## src/rtl/delta_w2_21.sv

```systemverilog
// delta_w2_21: dw2_21 = -(ETA * (delta2_2 * a1_1)), signed Q6.10, two
// sequential 16-step shift-add multiplies. Ports: clk, reset (sync, high),
// start, delta2_2, a1_1 in; busy, select_update, dw2_21 out (registered).
module delta_w2_21 #(
  parameter logic signed [15:0] ETA = 16'sd51
) (
  input  logic        clk,
  input  logic        reset,
  input  logic        start,
  input  logic [15:0] delta2_2,
  input  logic [15:0] a1_1,
  output logic        busy,
  output logic        select_update,
  output logic [15:0] dw2_21
);

  typedef enum logic [1:0] {
    IDLE = 2'd0,
    MUL1 = 2'd1,
    MUL2 = 2'd2,
    DONE = 2'd3
  } state_t;

  state_t      state_q, state_d;
  logic [3:0]  cnt_q, cnt_d;
  logic [31:0] mcand_q, mcand_d;
  logic [15:0] mplier_q, mplier_d;
  logic [31:0] acc_q, acc_d;
  logic        busy_q, busy_d;
  logic        sel_q, sel_d;
  logic [15:0] dw_q, dw_d;

  logic [31:0] addend;
  logic [31:0] sum;
  logic [15:0] red;

  // Q12.20 -> Q6.10: floor shift by 10, then clamp to 16 bits.
  function automatic logic [15:0] red_sat(
    input logic [31:0] p
  );
    logic [21:0] s;
    s = p[31:10];
    if (s[21:15] == {7{s[21]}})
      red_sat = s[15:0];
    else if (s[21])
      red_sat = 16'h8000;
    else
      red_sat = 16'h7fff;
  endfunction

  function automatic logic [15:0] neg_sat(
    input logic [15:0] x
  );
    if (x == 16'h8000)
      neg_sat = 16'h7fff;
    else
      neg_sat = 16'h0000 - x;
  endfunction

  // Step 15 carries the multiplier sign bit, weight -2^15.
  always_comb begin
    addend = mplier_q[0] ? mcand_q : 32'd0;
    if (cnt_q == 4'd15)
      sum = acc_q - addend;
    else
      sum = acc_q + addend;
    red = red_sat(sum);
  end

  always_comb begin
    state_d  = state_q;
    cnt_d    = cnt_q;
    mcand_d  = mcand_q;
    mplier_d = mplier_q;
    acc_d    = acc_q;
    dw_d     = dw_q;
    unique case (state_q)
      IDLE: begin
        if (start) begin
          mcand_d  = {{16{delta2_2[15]}}, delta2_2};
          mplier_d = a1_1;
          acc_d    = 32'd0;
          cnt_d    = 4'd0;
          state_d  = MUL1;
        end
      end
      MUL1: begin
        acc_d    = sum;
        mcand_d  = {mcand_q[30:0], 1'b0};
        mplier_d = {1'b0, mplier_q[15:1]};
        cnt_d    = cnt_q + 4'd1;
        if (cnt_q == 4'd15) begin
          mcand_d  = {{16{ETA[15]}}, ETA};
          mplier_d = red;
          acc_d    = 32'd0;
          state_d  = MUL2;
        end
      end
      MUL2: begin
        acc_d    = sum;
        mcand_d  = {mcand_q[30:0], 1'b0};
        mplier_d = {1'b0, mplier_q[15:1]};
        cnt_d    = cnt_q + 4'd1;
        if (cnt_q == 4'd15) begin
          dw_d    = neg_sat(red);
          state_d = DONE;
        end
      end
      DONE: begin
        state_d = IDLE;
      end
      default: begin
        state_d = IDLE;
      end
    endcase
    busy_d = (state_d != IDLE);
    sel_d  = (state_d == DONE);
  end

  always_ff @(posedge clk) begin
    if (reset) begin
      state_q  <= IDLE;
      cnt_q    <= 4'd0;
      mcand_q  <= 32'd0;
      mplier_q <= 16'd0;
      acc_q    <= 32'd0;
      busy_q   <= 1'b0;
      sel_q    <= 1'b0;
      dw_q     <= 16'h0000;
    end else begin
      state_q  <= state_d;
      cnt_q    <= cnt_d;
      mcand_q  <= mcand_d;
      mplier_q <= mplier_d;
      acc_q    <= acc_d;
      busy_q   <= busy_d;
      sel_q    <= sel_d;
      dw_q     <= dw_d;
    end
  end

  assign busy          = busy_q;
  assign select_update = sel_q;
  assign dw2_21        = dw_q;

endmodule

```

## config.mk

```make
export PLATFORM = sky130hd
export DESIGN_NAME = delta_w2_21
export DESIGN_NICKNAME = d
export VERILOG_FILES = /design/src/rtl/delta_w2_21.sv
export SDC_FILE = /design/constraint.sdc
export NUM_CORES = 1
export LEC_CHECK = 0
export CAP_MARGIN = 10
export CELL_PAD_IN_SITES_DETAIL_PLACEMENT = 1
export CELL_PAD_IN_SITES_GLOBAL_PLACEMENT = 1
export CORE_MARGIN = 1.5
export CORE_UTILIZATION = 35
export CTS_CLUSTER_SIZE = 20
export DETAILED_ROUTE_END_ITERATION = 7
export PLACE_DENSITY_LB_ADDON = 0.1
export SETUP_SLACK_MARGIN = 0.5
export SYNTH_ARGS = -nofsm -noshare
export SYNTH_HDL_FRONTEND = slang
export SYNTH_SLANG_ARGS = --single-unit
```

## constraint.sdc

```tcl
create_clock -name clk -period 11 [get_ports clk]
set_input_delay 1.1 -clock clk [delete_from_list [all_inputs] [get_ports clk]]
set_output_delay 1.1 -clock clk [all_outputs]
set_load 0.02 [all_outputs]
```

==> impl_metrics.tcl, run 1 <==
set metrics [dict create \
    status "finished, final reports clean" \
    worstPathRequired_ps 11290 \
    drt-initial-drc-count 375 \
    hold_end "acc_q[2]" \
    r2r-start "mplier_q[0]" \
    synth_compound_area_frac 0.337 \
    drive_above_1_share 0.0786 \
    mostFrequentLayoutCell "nor2_1" \
    postCtsResizedCells 0 \
    ys_async_sr_fraction 0 \
    grt_start_max_net_pins 76 \
    criticalPathCategory "register to register" \
    reg2reg_setup_slack_ps 3280 \
    place_ws_ps 3470 \
    path_clk_slew_ps 80 \
    finalHoldViolCount 0 \
    fmax_mhz 130 \
    p_switching_mw 0.942 \
    synth_area_leader_cell "dfxtp_1" \
    syn_area_per_cell_um2 7.63 \
    timing.rr.end "dw2_21[15]" \
    fp.dieH_um 154 \
    fin_nets 1125 \
    fp-row-count 55 \
    area_growth_syn_to_layout_pct 12.7 \
    slowest_delay_ps 900 \
    final_cell_mix "nor2_1 (132), dfxtp_1 (104), a21oi_1 (92)" \
    clock_sink_count 104 \
    min_period_ps 7720 \
    drv_cap 0 \
    synthesis.area_mm2 0.00798 \
    fillers 2737 \
    power_switching_share 0.499 \
    synth_top_family_by_area "compound AO/OA/AOI/OAI gates" \
    die_x_um 154 \
    synthMuxAreaShare 0.00674 \
    synth_top_cell_area_share 0.261 \
    power_frac_clock 0.181 \
    setup.worst_path.start "mplier_q[0]" \
    leakage_nw 3.44 \
    final_antenna_net_count 0 \
    clock_skew_ps 19.0 \
    cts_tree "yes" \
    min_path_type "register to register" \
    wl_um 28600 \
    synth_edf_count 0 \
    worst-path-max-fanout 43 \
    pin_count 53 \
    setup_viol 0 \
    ctsHoldBuffers 0 \
    crit_arrival_ps 8000 \
    vdd_ir_drop_max_mv 0.0869 \
    grt_pass1_wl_um 45200 \
    synth_fa_ha_area_frac 0.0621 \
    drt-pass1-iter-count 4 \
    yosys.area_share.simple 0.231 \
    min_period_over_period 0.701 \
    p_seq_frac 0.234 \
    p_int_mw 0.945 \
    postCtsSetupBuffers 0 \
    cts-root-buf "clkbuf_16" \
    yosys.area_share.xor_xnor 0.0538 \
    cts.path.max_buffers 2 \
    cts-htree-levels 3 \
    num_vias 7954 \
    p_comb_frac 0.585 \
    cp_common_cell "nand2_1" \
    synth_cells 1046 \
    drc_errors 0 \
    synth-warning-count 0 \
    hp-start "acc_q[2]" \
    slew_headroom 0.264 \
    insertedDiodeCount 0 \
    core_area_mm2 0.0225 \
    portBuffers 52 \
    yosysSeqAreaShare 0.261 \
    min_path_cells 2 \
    synth.distinct_cells 86 \
    start_util 0.355 \
    grt_pass1_vias 7832 \
    clkLatencyLatePin_ps 370 \
    tightest_slew_ps 1100 \
    syn_nets 1120 \
    reg2reg_depth 25 \
    tns_ps 0 \
    grt_use_total 0.244 \
    synth-seq-cells 104 \
    dpl.hpwl_um 21200 \
    via_per_inst 5.93 \
    cp-end-kind "register" \
    drv_slew 0 \
    grt-ovfl-total 0 \
    routabilityCongestion 0.860 \
    cellPowerDensity_mw_per_mm2 210 \
    rsz0062_at_grt "no" \
    ys.flop_type "dfxtp_1" \
    cp-start-kind "register" \
    setup_slack_ps 3280 \
    critPathSlowestCell "a311oi_2" \
    fp.dieArea_mm2 0.0237 \
    netlist_top_cells_area "dfxtp_1 (26%), nor2_1 (6.3%), ha_1 (6.0%)" \
    antenna_found_initial 1 \
    cts_buffers 9 \
    routedWlPerCell_um 21.3 \
]
-- kinds of logic after synthesis --
| kind of cell | count (synthesis) |
|---|---|
| mux | 5 |
| compound gates | 370 |
| fa+ha+maj | 39 |
| simple gates | 386 |
| buf+inv | 96 |
| flops | 104 |
| xor+xnor | 46 |
-- registers in the layout, indices dropped and copies added, names as in the netlist --
register and flops:
acc_q 32, mplier_q 16, busy 1, select_update 1
mcand_q 32, dw2_21 16, cnt_q 4, state_q 2
-- area by class of cell --
class                           count  area, µm²  area share
Clock buffer                       10        239      0.0266
Tap cell                          285        357      0.0397
Inverter                           21       78.8     0.00877
Multi-Input combinational cell    846       5520       0.614
Clock inverter                      6       67.6     0.00752
Timing Repair Buffer               69        643      0.0715
Sequential cell                   104       2080       0.232
-- critical path, delay by kind of cell (launching register included) --
kind | cells | cell delay [ps]
DFF | 1 | 300
AOI/OAI and AO/OA | 13 | 4030
adders and majority gates | 3 | 1190
and+or+nand+nor | 8 | 1840
buffers and inverters | 1 | 260
-- synthesized netlist by cell type (10+ instances only) --
cell type  instances
a21o_1            17
a21oi_1           92
a221oi_1          13
a22oi_1           32
a31oi_1           14
and2_1            10
and3_1            10
buf_2             16
clkbuf_1          50
dfxtp_1          104
ha_1              38
inv_1             21
nand2_1           88
nand2b_1          10
nand3_1           36
nand4_1           11
nor2_1           133
nor3_1            38
o211ai_1          18
o21a_1            14
o21ai_0           66
or3_1             18
xnor2_1           25
xor2_1            19
-- power by group through the flow --
stage          Combinational [mW]  Clock [mW]  Sequential, mW
3_5_place_dp                 1.09           0           0.449
3_3_place_gp                 1.08           0           0.449
4_1_cts                      1.09       0.354           0.441
2_1_floorplan               0.748           0           0.439
5_1_grt                      1.20       0.364           0.446
6_report                     1.10       0.342           0.441
-- through the flow --
| step | power, mW | hold slack (ps) | utilization | cell area (µm²) | std cells |
|---|---|---|---|---|---|
| after floorplan | 1.19 | 436 | - | 7980 | 1046 |
| after global placement | 1.53 | 448 | 0.386 | 8680 | 1325 |
| after detailed placement | 1.54 | 455 | 0.386 | 8680 | 1325 |
| after CTS | 1.89 | 466 | 0.399 | 8990 | 1341 |
| after global routing | 2.01 | 508 | 0.399 | 8990 | 1341 |
| final | 1.89 | 468 | 0.399 | 8990 | 1341 |
-- worst max-delay path by stage --
stage / end / slack (ps)
6_report: dw2_21[15] / 3280
2_1_floorplan: dw2_21[6] / 5050
3_5_place_dp: dw2_21[15] / 3470
3_3_place_gp: dw2_21[15] / 3680
5_1_grt: dw2_21[15] / 2610
4_1_cts: dw2_21[15] / 3410
-- routing by layer --
| layer | share of wire | GRT usage | wire length, µm |
|---|---|---|---|
| met1 | 0.47 | 0.327 | 13500 |
| met4 | 0.021 | 0.0712 | 608 |
| met5 | 0 | 0 | 0 |
| met3 | 0.046 | 0.0431 | 1300 |
| met2 | 0.46 | 0.399 | 13200 |
(Power assumes the default switching activity.)
==> run 2, diff against run 1 <==
==> constraint.sdc (replaced) <==
create_clock -name clk -period 7.1 [get_ports clk]
set_input_delay 0.71 -clock clk [delete_from_list [all_inputs] [get_ports clk]]
set_output_delay 0.71 -clock clk [all_outputs]
set_load 0.02 [all_outputs]
==> impl_metrics.tcl, run 2 (same netlist as run 1, synthesis figures left out) <==
set metrics [dict create \
    status "finished, final reports clean" \
    worstPathRequired_ps 7400 \
    start_util 0.355 \
    drt-initial-drc-count 442 \
    cellPowerDensity_mw_per_mm2 329 \
    place_area_mm2 0.00875 \
    final_antenna_net_count 0 \
    min_period_over_period 0.860 \
    final_util 0.406 \
    criticalPathCategory "register to register" \
    tns_ps 0 \
    grt_start_max_net_pins 76 \
    biggestRegsByFlops "acc_q: 32 flops, mcand_q: 32 flops" \
    cts_buffers 9 \
    holdWs_ps 468 \
    fp-row-count 55 \
    cts-htree-levels 3 \
    routabilityCongestion 0.892 \
    clock_sink_count 104 \
    worst-path-max-fanout 9 \
    final_area_mm2 0.00914 \
    clkLatencyLatePin_ps 370 \
    min_period_ps 6110 \
    fmax_mhz 164 \
    dp.cells 1335 \
    cp-end-kind "register" \
    wl_um 28700 \
    clock_skew_ps 23.9 \
    area_growth_syn_to_layout_pct 14.6 \
    fin_cells 1352 \
    slowest_delay_ps 400 \
    fillers 2752 \
    drive_above_1_share 0.0947 \
    grt-ovfl-total 0 \
    finalHoldViolCount 0 \
    grt_pass1_vias 8009 \
    fp.dieH_um 154 \
    setup_viol 0 \
    ctsHoldBuffers 0 \
    drc_errors 0 \
    fin_nets 1136 \
    vdd_ir_drop_max_mv 0.116 \
    drv_slew 0 \
    antenna_found_initial 0 \
    rsz0062_at_grt "no" \
    cts_tree "yes" \
    die_x_um 154 \
    routedWlPerCell_um 21.2 \
    tightest_slew_ps 936 \
    path_clk_slew_ps 80 \
    cts-root-buf "clkbuf_16" \
    min_path_type "register to register" \
    cp_common_cell "nand2_1" \
    grt_pass1_wl_um 46000 \
    pin_count 53 \
    fp.dieArea_mm2 0.0237 \
    portBuffers 52 \
    total_power_mw 3.01 \
    grt_use_total 0.247 \
    via_per_inst 5.91 \
    leakage_nw 3.49 \
    setup_slack_ps 992 \
    insertedDiodeCount 0 \
    slew_headroom 0.376 \
    place_ws_ps 823 \
    num_vias 7986 \
    dpl.hpwl_um 21300 \
    core_area_mm2 0.0225 \
    mostFrequentLayoutCell "nor2_1" \
    cts.path.max_buffers 2 \
    final_cell_mix "nor2_1 (131), dfxtp_1 (104), a21oi_1 (91)" \
    drv_cap 0 \
    critPathSlowestCell "a2111oi_4" \
    crit_arrival_ps 6410 \
    cp-start-kind "register" \
    drt-pass1-iter-count 5 \
]
==> run 2: cell types whose count changed in the layout (fill, tap and decap cells not counted), sizes merged <==
cell | previous run | this run
clkinvlp | 0 | 1
inv | 26 | 24
buf | 18 | 29
bufinv | 0 | 1
==> run 2: worst max-delay path, delay by kind of cell, from the launching register on <==
kind,cells,cell delay [ps]
AOI/OAI and AO/OA,14,2810
and+or+nand+nor,9,1460
adders and majority gates,2,660
DFF,1,380
muxes,1,370
buffers and inverters,2,350
==> run 2: final timing paths <==
path	from	end	slack, ps	depth (start not counted)
worst max-delay path	mcand_q[5]	dw2_21[12]	990	28
worst min-delay path	acc_q[2]	acc_q[2]	470	2
worst max register to register	mcand_q[5]	dw2_21[12]	990	28
worst min register to register	acc_q[2]	acc_q[2]	470	2
==> run 2: final cells by class <==
type	count	area, µm²	area share
flip-flops and latches	104	2080	0.228
multi-input cells	846	5580	0.611
inverters	21	78.8	0.00862
clock buffers	10	229	0.0251
well taps	285	357	0.0390
repair buffers	80	726	0.0794
clock inverters	6	85.1	0.00931
==> run 2: what timing repair did <==
action / 4_1_cts / 5_1_grt
setup buffers: 0 / 1
setup endpoints to repair: 0 / 16
gates resized for setup: 0 / 16
==> run 2: layer usage <==
metal	wire length (µm)	vias to the layer above	track usage	part of all wire
met3	1110	33	0.0383	0.039
met1	13600	3892	0.335	0.47
met2	13400	146	0.404	0.47
li1	-	3915	-	-
met4	649	0	0.0767	0.023
met5	0	-	0	0
==> run 2: where the power goes <==
group | internal (mW) | total [mW] | switching [mW]
logic | 0.617 | 1.77 | 1.16
registers | 0.631 | 0.686 | 0.0548
clock network | 0.284 | 0.547 | 0.263
total | 1.53 | 3.01 | 1.47
